==> config.mk <==
export PLATFORM = sky130hd
export DESIGN_NAME = tbec_scrub_ctrl_flat
export DESIGN_NICKNAME = d
export VERILOG_FILES = /design/src/rtl/tbec_scrub_ctrl_if.sv /design/src/rtl/tbec_scrub_ctrl.sv /design/src/flat_wrapper.sv
export SDC_FILE = /design/constraint.sdc
export NUM_CORES = 1
export LEC_CHECK = 0
export CORE_MARGIN = 2
export CORE_UTILIZATION = 46
export CTS_CLUSTER_DIAMETER = 200
export CTS_CLUSTER_SIZE = 8
export DETAILED_ROUTE_END_ITERATION = 10
export PLACE_DENSITY = 0.87
export SETUP_SLACK_MARGIN = 0.4
export SLEW_MARGIN = 0
export SYNTH_ARGS = -nofsm -noshare
export SYNTH_HDL_FRONTEND = slang
export SYNTH_SLANG_ARGS = --single-unit
==> constraint.sdc <==
create_clock -name clk -period 2.92 [get_ports clk]
set_input_delay 0.438 -clock clk [delete_from_list [all_inputs] [get_ports clk]]
set_output_delay 0.438 -clock clk [all_outputs]
set_load 0.005 [all_outputs]
==> src/rtl/tbec_scrub_ctrl_if.sv <==
// ---------------------------------------------------------------------------
// tbec_scrub_ctrl_if
// Host read-request interface of the TBEC-RSC scrub controller.
//   host_req   : read request, held by the host until granted
//   host_addr  : read address, sampled by the controller in the grant cycle
//   host_gnt   : one-cycle pulse when the request is accepted
//   host_valid : one-cycle pulse when host_data/host_flag are valid
//   host_data  : corrected 16-bit data word
//   host_flag  : decoder flag belonging to host_data
// Modports: master = host side, slave = controller side.
// ---------------------------------------------------------------------------
interface tbec_scrub_ctrl_if #(
    parameter int ADDR_W = 8
);
    logic              host_req;
    logic [ADDR_W-1:0] host_addr;
    logic              host_gnt;
    logic              host_valid;
    logic [15:0]       host_data;
    logic [2:0]        host_flag;

    modport master (
        output host_req,
        output host_addr,
        input  host_gnt,
        input  host_valid,
        input  host_data,
        input  host_flag
    );

    modport slave (
        input  host_req,
        input  host_addr,
        output host_gnt,
        output host_valid,
        output host_data,
        output host_flag
    );
endinterface

==> src/rtl/tbec_scrub_ctrl.sv <==
// ---------------------------------------------------------------------------
// tbec_scrub_ctrl
// Shares one single-port memory between host reads and a periodic background
// scrubber. Each fetched codeword is passed through the external TBEC-RSC
// decoder; corrected codewords are re-encoded and written back when the
// write-back path is compiled in.
//
// Build option: define TBEC_SCRUB_WB_EN to include the write-back (WB) state.
// Without it RESP always returns to IDLE and mem_we/enc_in/mem_wdata are 0.
//
// Ports:
//   clk, rst            : clock, synchronous active-high reset
//   host (slave)        : host read request/grant/response interface
//   scrub_en            : enables the scrub timer
//   scrub_wrap          : pulse when the scrub pointer wraps to 0
//   corr_cnt            : saturating count of flagged codewords
//   busy                : high whenever the controller is not idle
//   mem_en/we/addr/wdata, mem_rdata : single-port memory (1-cycle read)
//   dec_in, dec_out, dec_flag       : combinational decoder
//   enc_in, enc_out                 : combinational encoder
// ---------------------------------------------------------------------------
module tbec_scrub_ctrl #(
    parameter int ADDR_W       = 8,
    parameter int SCRUB_PERIOD = 1024
) (
    input  logic                clk,
    input  logic                rst,
    tbec_scrub_ctrl_if.slave    host,
    input  logic                scrub_en,
    output logic                scrub_wrap,
    output logic [15:0]         corr_cnt,
    output logic                busy,
    output logic                mem_en,
    output logic                mem_we,
    output logic [ADDR_W-1:0]   mem_addr,
    output logic [31:0]         mem_wdata,
    input  logic [31:0]         mem_rdata,
    output logic [31:0]         dec_in,
    input  logic [15:0]         dec_out,
    input  logic [2:0]          dec_flag,
    output logic [15:0]         enc_in,
    input  logic [31:0]         enc_out
);

    localparam logic [2:0] S_IDLE = 3'd0;
    localparam logic [2:0] S_RD   = 3'd1;
    localparam logic [2:0] S_CAP  = 3'd2;
    localparam logic [2:0] S_CHK  = 3'd3;
    localparam logic [2:0] S_RESP = 3'd4;
`ifdef TBEC_SCRUB_WB_EN
    localparam logic [2:0] S_WB   = 3'd5;
`endif

    localparam logic [15:0] TIMER_LAST = 16'(SCRUB_PERIOD - 1);

    logic [2:0]        state_reg;
    logic [ADDR_W-1:0] addr_reg;
    logic              op_host_reg;    // current operation belongs to the host
    logic              last_host_reg;  // previous grant went to the host
    logic [31:0]       cw_reg;
    logic [15:0]       data_reg;
    logic [2:0]        flag_reg;
    logic [15:0]       corr_reg;
    logic [ADDR_W-1:0] ptr_reg;
    logic [15:0]       timer_reg;
    logic              pend_reg;

    logic grant_host;
    logic grant_scrub;
    logic timer_expire;
    logic idle;

    assign idle         = (state_reg == S_IDLE);
    assign timer_expire = scrub_en && (timer_reg == TIMER_LAST);

    // Alternating fairness: on contention the host wins unless it won last.
    assign grant_host  = idle && host.host_req && (!pend_reg || !last_host_reg);
    assign grant_scrub = idle && pend_reg && (!host.host_req || last_host_reg);

    always_ff @(posedge clk) begin
        if (rst) begin
            state_reg     <= S_IDLE;
            addr_reg      <= '0;
            op_host_reg   <= 1'b0;
            last_host_reg <= 1'b0;
            cw_reg        <= '0;
            data_reg      <= '0;
            flag_reg      <= '0;
            corr_reg      <= '0;
            ptr_reg       <= '0;
            timer_reg     <= '0;
            pend_reg      <= 1'b0;
        end else begin
            case (state_reg)
                S_IDLE: begin
                    if (grant_host) begin
                        state_reg     <= S_RD;
                        addr_reg      <= host.host_addr;
                        op_host_reg   <= 1'b1;
                        last_host_reg <= 1'b1;
                    end else if (grant_scrub) begin
                        state_reg     <= S_RD;
                        addr_reg      <= ptr_reg;
                        op_host_reg   <= 1'b0;
                        last_host_reg <= 1'b0;
                    end
                end
                S_RD:  state_reg <= S_CAP;
                S_CAP: begin
                    cw_reg    <= mem_rdata;
                    state_reg <= S_CHK;
                end
                S_CHK: begin
                    data_reg  <= dec_out;
                    flag_reg  <= dec_flag;
                    if ((dec_flag != 3'b000) && (corr_reg != 16'hFFFF)) begin
                        corr_reg <= corr_reg + 16'd1;
                    end
                    state_reg <= S_RESP;
                end
                S_RESP: begin
                    if (!op_host_reg) begin
                        ptr_reg <= ptr_reg + 1'b1;
                    end
`ifdef TBEC_SCRUB_WB_EN
                    state_reg <= (flag_reg != 3'b000) ? S_WB : S_IDLE;
`else
                    state_reg <= S_IDLE;
`endif
                end
                default: state_reg <= S_IDLE;
            endcase

            // Timer and pending flag; an expiry while a request is pending
            // (including the cycle that request is granted) is dropped.
            if (!scrub_en) begin
                timer_reg <= '0;
                pend_reg  <= 1'b0;
            end else begin
                timer_reg <= timer_expire ? 16'd0 : timer_reg + 16'd1;
                if (grant_scrub) begin
                    pend_reg <= 1'b0;
                end else if (timer_expire) begin
                    pend_reg <= 1'b1;
                end
            end
        end
    end

    // All outputs are forced to 0 while rst is high, so a reset landing in
    // RD or WB never issues a memory access.
    always_comb begin
        host.host_gnt   = 1'b0;
        host.host_valid = 1'b0;
        host.host_data  = '0;
        host.host_flag  = '0;
        scrub_wrap      = 1'b0;
        corr_cnt        = '0;
        busy            = 1'b0;
        mem_en          = 1'b0;
        mem_we          = 1'b0;
        mem_addr        = '0;
        mem_wdata       = '0;
        dec_in          = '0;
        enc_in          = '0;
        if (!rst) begin
            host.host_gnt = grant_host;
            corr_cnt      = corr_reg;
            busy          = !idle;
            case (state_reg)
                S_RD: begin
                    mem_en   = 1'b1;
                    mem_addr = addr_reg;
                end
                S_CHK: dec_in = cw_reg;
                S_RESP: begin
                    if (op_host_reg) begin
                        host.host_valid = 1'b1;
                        host.host_data  = data_reg;
                        host.host_flag  = flag_reg;
                    end else begin
                        scrub_wrap = (ptr_reg == {ADDR_W{1'b1}});
                    end
                end
`ifdef TBEC_SCRUB_WB_EN
                S_WB: begin
                    enc_in    = data_reg;
                    mem_en    = 1'b1;
                    mem_we    = 1'b1;
                    mem_addr  = addr_reg;
                    mem_wdata = enc_out;
                end
`endif
                default: ;
            endcase
        end
    end

`ifndef TBEC_SCRUB_WB_EN
    // Encoder output has no consumer when write-back is not built.
    logic unused_enc_out;
    assign unused_enc_out = ^enc_out;
`endif

endmodule
==> src/flat_wrapper.sv <==
// flat-port wrapper written by rule: the top's interface ports become plain ports
module tbec_scrub_ctrl_flat 
#(
    parameter int ADDR_W       = 8,
    parameter int SCRUB_PERIOD = 1024
)
  (clk, rst, scrub_en, scrub_wrap, corr_cnt, busy, mem_en, mem_we, mem_addr, mem_wdata, mem_rdata, dec_in, dec_out, dec_flag, enc_in, enc_out, host_host_req, host_host_addr, host_host_gnt, host_host_valid, host_host_data, host_host_flag);
  tbec_scrub_ctrl_if #(.ADDR_W(ADDR_W)) host_i ();
  input  logic clk;
  input  logic rst;
  input  logic scrub_en;
  output logic scrub_wrap;
  output logic [15:0] corr_cnt;
  output logic busy;
  output logic mem_en;
  output logic mem_we;
  output logic [ADDR_W-1:0] mem_addr;
  output logic [31:0] mem_wdata;
  input  logic [31:0] mem_rdata;
  output logic [31:0] dec_in;
  input  logic [15:0] dec_out;
  input  logic [2:0] dec_flag;
  output logic [15:0] enc_in;
  input  logic [31:0] enc_out;
  input wire logic [$bits(host_i.host_req)-1:0] host_host_req;
  input wire logic [$bits(host_i.host_addr)-1:0] host_host_addr;
  output wire logic [$bits(host_i.host_gnt)-1:0] host_host_gnt;
  output wire logic [$bits(host_i.host_valid)-1:0] host_host_valid;
  output wire logic [$bits(host_i.host_data)-1:0] host_host_data;
  output wire logic [$bits(host_i.host_flag)-1:0] host_host_flag;
  assign host_i.host_req = host_host_req;
  assign host_i.host_addr = host_host_addr;
  assign host_host_gnt = host_i.host_gnt;
  assign host_host_valid = host_i.host_valid;
  assign host_host_data = host_i.host_data;
  assign host_host_flag = host_i.host_flag;
  tbec_scrub_ctrl #(.ADDR_W(ADDR_W), .SCRUB_PERIOD(SCRUB_PERIOD)) u_core (.clk(clk), .rst(rst), .host(host_i), .scrub_en(scrub_en), .scrub_wrap(scrub_wrap), .corr_cnt(corr_cnt), .busy(busy), .mem_en(mem_en), .mem_we(mem_we), .mem_addr(mem_addr), .mem_wdata(mem_wdata), .mem_rdata(mem_rdata), .dec_in(dec_in), .dec_out(dec_out), .dec_flag(dec_flag), .enc_in(enc_in), .enc_out(enc_out));
endmodule
### After elaboration in Yosys (flattened, before gate mapping)

Cells that the tools add are included.

* input bits: 95
* word-level logic and storage cells: 71
* register bits after elaboration: 104
* output and inout port bits: 129

* $add $sub $neg: 3
* reduce and logical (&&, ||, !) cells: 20
* bitwise logic cells: 2
* eq/ne operators: 8
* mux-type cells: 28

Operators by type and width (count)
* 16-bit 2-to-1 mux: 4
* 32-bit 2-to-1 mux: 2
* 16-bit by 1-bit adder with 16-bit output, second input constant: 2
* 8-bit 2-to-1 mux: 4
* 16-bit by 10-bit == test with 1-bit output, second input constant: 1
* 16-bit inequality test, second input constant: 1
* 3-bit 2-to-1 mux: 5
* 1-bit 2-to-1 mux: 12
* 3-bit case mux with 4 select lines: 1
* 8-bit by 1-bit adder with 8-bit output, second input constant: 1
* 8-bit == test, second input constant: 1
* 3-bit by 2-bit == test with 1-bit output, second input constant: 2
* 1-bit logical AND: 6
* 2-bit AND reduction: 3
* 3-bit OR reduction: 2
* 1-bit zero test: 4
* 3-bit by 1-bit == test with 1-bit output, second input constant: 1
* 3-bit == test, second input constant: 1
* 3-bit zero test: 1
* 3-bit by 1-bit inequality test with 1-bit output, second input constant: 1
* 3-bit nonzero test: 1
* 1-bit logical OR: 2
* 1-bit inverter: 2
* 2-bit nonzero test: 1

### Depth between registers and ports, before layout

Gate-level depths: netlist (run 1).

* depth in word-level cells: 6
* gate-level depth with buffers: 7
* mapped depth without buffers: 5

### Worst setup path after synthesis (run 1)

OpenSTA, ideal clock, no wires.

* path type: input port to output port
* from: input port rst
* to: output port mem_addr[0]
* slack: 0.959 ns
* stages on the path: 3
* buffers on the path: 1
* arrival: 1.523 ns
* required time: 2.482 ns
* cells stage by stage: clkbuf_1 > nor4b_1 > and2_1

* longest elaborated chain between the ends: 1

RTL lines
* start: declaration: RTL line flat_wrapper.sv:10 `input logic rst;`
* 8-bit 2-to-1 mux: RTL line tbec_scrub_ctrl.sv:166 `if (!rst) begin`
* end: declaration: RTL line flat_wrapper.sv:17 `output logic [ADDR_W-1:0] mem_addr;`

Every way passes these cells.

### Worst setup path after layout (run 1)

* from: register u_core.state_reg[0]
* to: output port host_host_gnt

* longest elaborated chain between the ends: 4

RTL lines
* start: declaration: RTL line tbec_scrub_ctrl.sv:56 `logic [2:0] state_reg;`
* start signal: assignment: RTL line tbec_scrub_ctrl.sv:82 `state_reg <= S_IDLE;`
* start signal: assignment: RTL line tbec_scrub_ctrl.sv:97 `state_reg <= S_RD;`
* start signal: assignment: RTL line tbec_scrub_ctrl.sv:102 `state_reg <= S_RD;`
* 3-bit zero test: RTL line tbec_scrub_ctrl.sv:73 `assign idle = (state_reg == S_IDLE);`
* 1-bit logical AND (2 in a row): RTL line tbec_scrub_ctrl.sv:77 `assign grant_host = idle && host.host_req && (!pend_reg || !last_host_reg);`
* 1-bit 2-to-1 mux: RTL line tbec_scrub_ctrl.sv:166
* end: declaration: RTL line flat_wrapper.sv:27 `output wire logic [$bits(host_i.host_gnt)-1:0] host_host_gnt;`

Every way passes these cells.

==> results of run 1 <==
how the worst max path moves through the flow:
stage          slack, ns             to                             start
2_1_floorplan       0.96    mem_addr[0]                               rst
3_3_place_gp        0.44      dec_in[1]  u_core.state_reg[0]$_SDFFE_PP0P_
3_5_place_dp        0.42     dec_in[14]  u_core.state_reg[1]$_SDFFE_PP0P_
4_1_cts             0.43     dec_in[11]  u_core.state_reg[1]$_SDFFE_PP0P_
5_1_grt             0.40  host_host_gnt  u_core.state_reg[0]$_SDFFE_PP0P_
6_report            0.52  host_host_gnt  u_core.state_reg[0]$_SDFFE_PP0P_
power by group through the flow:
| stage | clock, mW | sequential, mW | combinational (mW) |
|---|---|---|---|
| global placement | 0 | 1.61 | 0.484 |
| finish | 1.07 | 1.59 | 0.501 |
| CTS | 1.10 | 1.59 | 0.502 |
| detailed placement | 0 | 1.62 | 0.492 |
| global route | 1.15 | 1.61 | 0.567 |
| floorplan | 0 | 1.58 | 0.392 |
per-layer routing:
| layer | up-vias | GRT usage | share of wire |
|---|---|---|---|
| met5 | - | 0 | 0 |
| met4 | 0 | 0.0615 | 0.015 |
| met3 | 15 | 0.0502 | 0.055 |
| met2 | 104 | 0.347 | 0.50 |
| met1 | 2019 | 0.251 | 0.43 |
| li1 | 2298 | - | - |
cells in the final DEF (no fill, tap or decap), types with 7 or more instances in the layout:
cell             netlist  final
clkdlybuf4s50_1        0    141
and2_1                59     59
nand4_1               10     10
a21oi_1               63     63
xnor2_1                9      9
nor2_1                46     45
clkbuf_8               0     10
a211oi_1               8      8
nand2_1              116    116
or3_1                  7      7
xor2_1                11     11
mux2i_1                9      9
buf_4                 52     17
dfxtp_1              104    101
mux2_2                 7      7
nand3_1               13     13
nor2b_1               17     17
conb_1                 1     49
nor3_1                11     10
nor4_1                 7      7
kinds of logic (layout without fill, tap and decap cells):
kind of cell             Yosys count  in the layout  share of synthesized area
buffers and inverters             90            179                      0.107
AND/OR/NAND/NOR                  314            315                      0.313
other                              1             49                   0.000736
multiplexers                      17             17                     0.0354
adder cells (fa/ha/maj)            3              3                    0.00737
flip-flops                       104            104                      0.409
AO/OA/AOI/OAI                     85             85                     0.0929
XOR/XNOR                          20             20                     0.0344
stage by stage:
stage	utilization	instances	power [mW]
6_report	0.624	912	3.17
4_1_cts	0.621	909	3.19
3_3_place_gp	0.594	891	2.10
3_5_place_dp	0.594	891	2.11
2_1_floorplan	-	682	1.98
5_1_grt	0.624	912	3.33
cell type report:
type	instances	area, um^2
Sequential cell	104	2090
Multi-Input combinational cell	489	2670
Tap cell	140	175
Inverter	4	15.0
Timing Repair Buffer	160	1560
Clock inverter	5	105
Fill cell	952	4080
Clock buffer	10	138
cells in the mapped netlist, types with 2 or more instances:
library cell / instances
clkbuf_1: 23
nand4_1: 10
buf_4: 52
buf_1: 6
nand2b_1: 2
mux2i_1: 9
nor2b_1: 17
and4_1: 4
mux2_2: 7
nor4_1: 7
a211oi_1: 8
nand3_1: 13
xor2_1: 11
nor3_1: 11
nor2_1: 46
dfxtp_1: 104
a21oi_1: 63
nor4b_1: 2
xnor2_1: 9
or4_1: 5
inv_1: 4
nor3b_1: 3
or3_1: 7
and3_1: 4
o21ai_0: 5
o31ai_1: 3
buf_2: 3
and2_1: 59
nand2_1: 116
ha_1: 3
a311oi_1: 3
timing repair:
action | in CTS | in global routing
gates cloned | 2 | 0
endpoints found under the hold margin | 0 | 0
gates resized for setup | 8 | 4
buffers inserted | 1 | 3
endpoints found under the setup margin | 38 | 48
worst max-delay path: cells and delay by family, from the launching register on:
family	cells	cell delay, ns
buf+inv	1	0.53
flops	1	0.41
simple gates	3	0.66
==> flow_metrics.env, run 1 <==
export IMPL_r2r_start="u_core.state_reg[2]$_SDFFE_PP0P_"
export IMPL_die_y_um=109
export IMPL_synth_ff_type="dfxtp_1"
export IMPL_antenna_found_initial=0
export IMPL_synth_avg_cell_area_um2=8.03
export IMPL_min_period_ns=2.40
export IMPL_pwr_share_comb=0.158
export IMPL_clk_pin_slew_ns=0.10
export IMPL_cp_arrival_ns=1.96
export IMPL_max_stage_delay_ns=0.53
export IMPL_hp_start="rst"
export IMPL_grt_pass1_vias=4152
export IMPL_place_congestion=0.798
export IMPL_die_x_um=109
export IMPL_outcome="finished clean"
export IMPL_placed_area_um2=6440
export IMPL_cts_root_buf="clkbuf_8"
export IMPL_syn_inst=634
export IMPL_wirelength_um=12000
export IMPL_area_growth_pct=32.8
export IMPL_powerDensity_nw_per_um2=468
export IMPL_crit_slowest_cell="clkdlybuf4s50_1"
export IMPL_drc=0
export IMPL_drive_gt1_frac=0.0674
export IMPL_vias=4436
export IMPL_cts_tree="yes"
export IMPL_io_buffers=142
export IMPL_cap_violations=0
export IMPL_num_antenna_cells=0
export IMPL_drtIter0Drc=223
export IMPL_critPathLaunchType="flip-flop"
export IMPL_postRouteAntennaNets=0
export IMPL_clock_sinks=104
export IMPL_ir_drop_uv=378
export IMPL_worst_r2r_path_depth=5
export IMPL_clkPwrFrac=0.338
export IMPL_fin_area_um2=6760
export IMPL_hold_depth=2
export IMPL_critPathMaxFanout=11
export IMPL_htree_levels=3
export IMPL_rr_endpoint="u_core.corr_reg[12]$_SDFFE_PP0P_"
export IMPL_p_leak_nw=2.48
export IMPL_fin_nets=866
export IMPL_hold_violations=0
export IMPL_endpoint_kind="output pin"
export IMPL_die_area_um2=11900
export IMPL_grt_max_degree=58
export IMPL_ys_ff_latch=104
export IMPL_synthTopCellsByArea="dfxtp_1, nand2_1, buf_4"
export IMPL_track_usage=0.203
export IMPL_worst_slew_pin_slew_ns=0.705
export IMPL_yosys_warnings=0
export IMPL_synth_area_um2=5090
export IMPL_hold_path_end="u_core.state_reg[1]$_SDFFE_PP0P_"
export IMPL_power_switching_uw=825
export IMPL_synth_top_area_share=0.409
export IMPL_hp_class="in2reg"
export IMPL_ctsHoldBuffers=0
export IMPL_async_flop_share=0
export IMPL_gr_total_overflow=0
export IMPL_hold_ws_ns=0.276
export IMPL_seqPwrFrac=0.504
export IMPL_synth_edf_count=0
export IMPL_grt_setup_unrepaired="true"
export IMPL_seq_area_frac_synth=0.409
export IMPL_largest_reg_flops=32
export IMPL_tns_ns=0
export IMPL_dr_pass1_iters=4
export IMPL_slew_headroom=0.530
export IMPL_clk_latency_ns=0.36
export IMPL_grt_pass1_wl_um=19300
export IMPL_yosysTopAreaCell="dfxtp_1"
export IMPL_p_int_mw=2.34
export IMPL_routedWlPerCell_um=13.2
export IMPL_crit_type="reg2out"
export IMPL_hpwlAfterDp_um=8220
export IMPL_num_io_pins=224
export IMPL_slew_violations=0
export IMPL_p_sw_frac=0.261
export IMPL_finalCritPeriodShare=0.822
export IMPL_cp_cell_sequence="nor3_2 > nand3_1 > nor2_1 > clkdlybuf4s50_1"
export IMPL_synthDistinctLibCells=46
export IMPL_avgViaCountPerCell=4.86
export IMPL_initial_core_util=0.470
export IMPL_fmax_mhz=417
export IMPL_regToRegSetupSlack_ns=0.81
export IMPL_dp_slack_ns=0.417
export IMPL_required_ns=2.48
export IMPL_rows=38
export IMPL_setup_viol=0
export IMPL_clock_path_buffers=2
export IMPL_finClkSkew_ns=0.0112
export IMPL_cts_made_buffers=9
export IMPL_final_setup_worst_slack_ns=0.521
export IMPL_core_um2=10800
(Power assumes the default switching activity.)
==> inputs of run 2 (changes only) <==
--- a/config.mk
+++ b/config.mk
@@ -6,11 +6,11 @@
 export NUM_CORES = 1
 export LEC_CHECK = 0
 export CORE_MARGIN = 2
-export CORE_UTILIZATION = 46
+export CORE_UTILIZATION = 42
 export CTS_CLUSTER_DIAMETER = 200
 export CTS_CLUSTER_SIZE = 8
 export DETAILED_ROUTE_END_ITERATION = 10
-export PLACE_DENSITY = 0.87
+export PLACE_DENSITY = 0.8
 export SETUP_SLACK_MARGIN = 0.4
 export SLEW_MARGIN = 0
 export SYNTH_ARGS = -nofsm -noshare
==> constraint.sdc (replaced) <==
create_clock -name clk -period 2.3 [get_ports clk]
set_input_delay 0.345 -clock clk [delete_from_list [all_inputs] [get_ports clk]]
set_output_delay 0.345 -clock clk [all_outputs]
set_load 0.005 [all_outputs]
==> run 2 against run 1 <==
Register-to-register slack got worse by 0.41 ns. Largest cell class unchanged. Critical endpoint is now host_host_data[13]. Sequential cell count unchanged. Critical path type unchanged. Non-clock buffer count increased by 41.
==> flow_metrics.env, run 2 (same netlist as run 1, synthesis figures left out) <==
export IMPL_hp_start="rst"
export IMPL_worst_slew_pin_slew_ns=0.698
export IMPL_num_antenna_cells=0
export IMPL_critPathMaxFanout=4
export IMPL_min_period_ns=2.05
export IMPL_clkPwrFrac=0.342
export IMPL_drc=0
export IMPL_setup_viol=0
export IMPL_vias=4674
export IMPL_die_x_um=114
export IMPL_cp_arrival_ns=1.71
export IMPL_track_usage=0.194
export IMPL_powerDensity_nw_per_um2=571
export IMPL_required_ns=1.96
export IMPL_dr_pass1_iters=4
export IMPL_slew_violations=0
export IMPL_ir_drop_uv=399
export IMPL_r2r_start="u_core.state_reg[2]$_SDFFE_PP0P_"
export IMPL_p_leak_nw=3.02
export IMPL_wirelength_um=13200
export IMPL_grt_setup_unrepaired="true"
export IMPL_tns_ns=0
export IMPL_place_congestion=0.809
export IMPL_p_sw_frac=0.285
export IMPL_clock_path_buffers=2
export IMPL_worst_r2r_path_depth=5
export IMPL_die_area_um2=13000
export IMPL_hold_depth=2
export IMPL_avgViaCountPerCell=4.87
export IMPL_p_int_mw=3.08
export IMPL_crit_type="reg2out"
export IMPL_regToRegSetupSlack_ns=0.40
export IMPL_cts_root_buf="clkbuf_16"
export IMPL_placed_area_um2=6530
export IMPL_cts_tree="yes"
export IMPL_routedWlPerCell_um=13.8
export IMPL_grt_pass1_wl_um=20200
export IMPL_pwr_share_comb=0.191
export IMPL_seqPwrFrac=0.467
export IMPL_rr_endpoint="u_core.corr_reg[12]$_SDFFE_PP0P_"
export IMPL_hpwlAfterDp_um=8270
export IMPL_fmax_mhz=487
export IMPL_clock_sinks=104
export IMPL_hold_violations=0
export IMPL_cap_violations=0
export IMPL_layout_common_cells="nand2_1, dfxtp_1, buf_6, clkdlybuf4s50_1, a21oi_1"
export IMPL_clk_latency_ns=0.35
export IMPL_drive_gt1_frac=0.282
export IMPL_rows=40
export IMPL_finClkSkew_ns=0.00485
export IMPL_clk_pin_slew_ns=0.07
export IMPL_layout_commonest_cell="nand2_1"
export IMPL_drtIter0Drc=278
export IMPL_io_buffers=142
export IMPL_cts_made_buffers=9
export IMPL_endpoint_kind="output pin"
export IMPL_die_y_um=114
export IMPL_core_um2=11900
export IMPL_finalCritPeriodShare=0.892
export IMPL_fin_area_um2=7550
export IMPL_slew_headroom=0.535
export IMPL_postRouteAntennaNets=0
export IMPL_largest_reg_flops=32
export IMPL_hp_class="in2reg"
export IMPL_htree_levels=3
export IMPL_num_io_pins=224
export IMPL_hold_path_end="u_core.corr_reg[1]$_SDFFE_PP0P_"
export IMPL_grt_max_degree=68
export IMPL_area_growth_pct=48.2
export IMPL_power_switching_mw=1.23
export IMPL_antenna_found_initial=0
export IMPL_outcome="finished clean"
export IMPL_gr_total_overflow=0
export IMPL_critPathLaunchType="flip-flop"
export IMPL_ctsHoldBuffers=0
export IMPL_initial_core_util=0.428
export IMPL_fin_nets=906
export IMPL_grt_pass1_vias=4308
run 2: cell types whose count changed in the layout (fill, tap and decap cells not counted), moves of 6 or more:
| cell | delta |
|---|---|
| and2_1 | -51 |
| clkbuf_16 | +10 |
| buf_4 | +10 |
| dfxtp_2 | +6 |
| buf_6 | +75 |
| clkdlybuf4s50_1 | -64 |
| buf_2 | +10 |
| dfxtp_1 | -7 |
| clkbuf_8 | -10 |
| and2_4 | +51 |
run 2: critical path, stage by stage, from the launching register on:
cell	delay [ns]
dfxtp_4	0.38
nor2_1	0.05
and4b_2	0.23
buf_6	0.13
buf_6	0.10
buf_6	0.12
buf_6	0.11
and2_4	0.13
buf_6	0.10
run 2: cell type report:
cell class	instances	area, um^2
Sequential cell	104	2100
Tap cell	147	184
Clock inverter	7	56.3
Inverter	4	15.0
Fill cell	1020	4360
Multi-Input combinational cell	488	2880
Clock buffer	9	225
Timing Repair Buffer	201	2080
run 2: worst max path at each step:
stage / slack (ns) / endpoint / from / depth (start not counted)
3_5_place_dp: 0.06 / u_core.timer_reg[15]$_SDFF_PP0_ / scrub_en / 6
5_1_grt: 0.19 / host_host_data[13] / u_core.state_reg[1]$_SDFFE_PP0P_ / 8
4_1_cts: 0.16 / dec_in[5] / u_core.state_reg[2]$_SDFFE_PP0P_ / 8
2_1_floorplan: 0.41 / u_core.corr_reg[12]$_SDFFE_PP0P_ / u_core.corr_reg[0]$_SDFFE_PP0P_ / 6
3_3_place_gp: 0.09 / u_core.timer_reg[15]$_SDFF_PP0_ / scrub_en / 6
6_report: 0.25 / host_host_data[13] / u_core.state_reg[1]$_SDFFE_PP0P_ / 8
run 2: metal layers:
| metal | vias up | share of wire | GRT usage |
|---|---|---|---|
| met5 | - | 0 | 0 |
| met4 | 0 | 0.015 | 0.0691 |
| met2 | 121 | 0.49 | 0.317 |
| met1 | 2172 | 0.42 | 0.237 |
| met3 | 19 | 0.066 | 0.0667 |
| li1 | 2362 | - | - |
run 2: power by group through the flow:
stage | Sequential (mW) | Clock (mW) | Combinational, mW
2_1_floorplan | 2.01 | 0 | 0.497
3_3_place_gp | 2.04 | 0 | 0.657
3_5_place_dp | 2.05 | 0 | 0.670
4_1_cts | 2.00 | 1.51 | 0.764
5_1_grt | 2.03 | 1.59 | 0.910
6_report | 2.01 | 1.48 | 0.823
run 2: through the flow:
step | util | setup WS, ns | hold slack [ns] | total power [mW] | std cells
final | 0.634 | 0.247 | 0.294 | 4.31 | 960
after CTS | 0.600 | 0.156 | 0.275 | 4.28 | 953
after detailed placement | 0.548 | 0.0573 | 0.442 | 2.72 | 905
after floorplan | - | 0.413 | 0.432 | 2.51 | 682
after global placement | 0.548 | 0.0856 | 0.437 | 2.70 | 905
after global routing | 0.634 | 0.186 | 0.318 | 4.52 | 960
run 2: timing repair:
| action | CTS | global route |
|---|---|---|
| setup buffers | 28 | 6 |
| pin swaps | 18 | 40 |
| gates cloned | 4 | 1 |
| resized for setup | 272 | 145 |
| setup endpoints to repair | 71 | 102 |
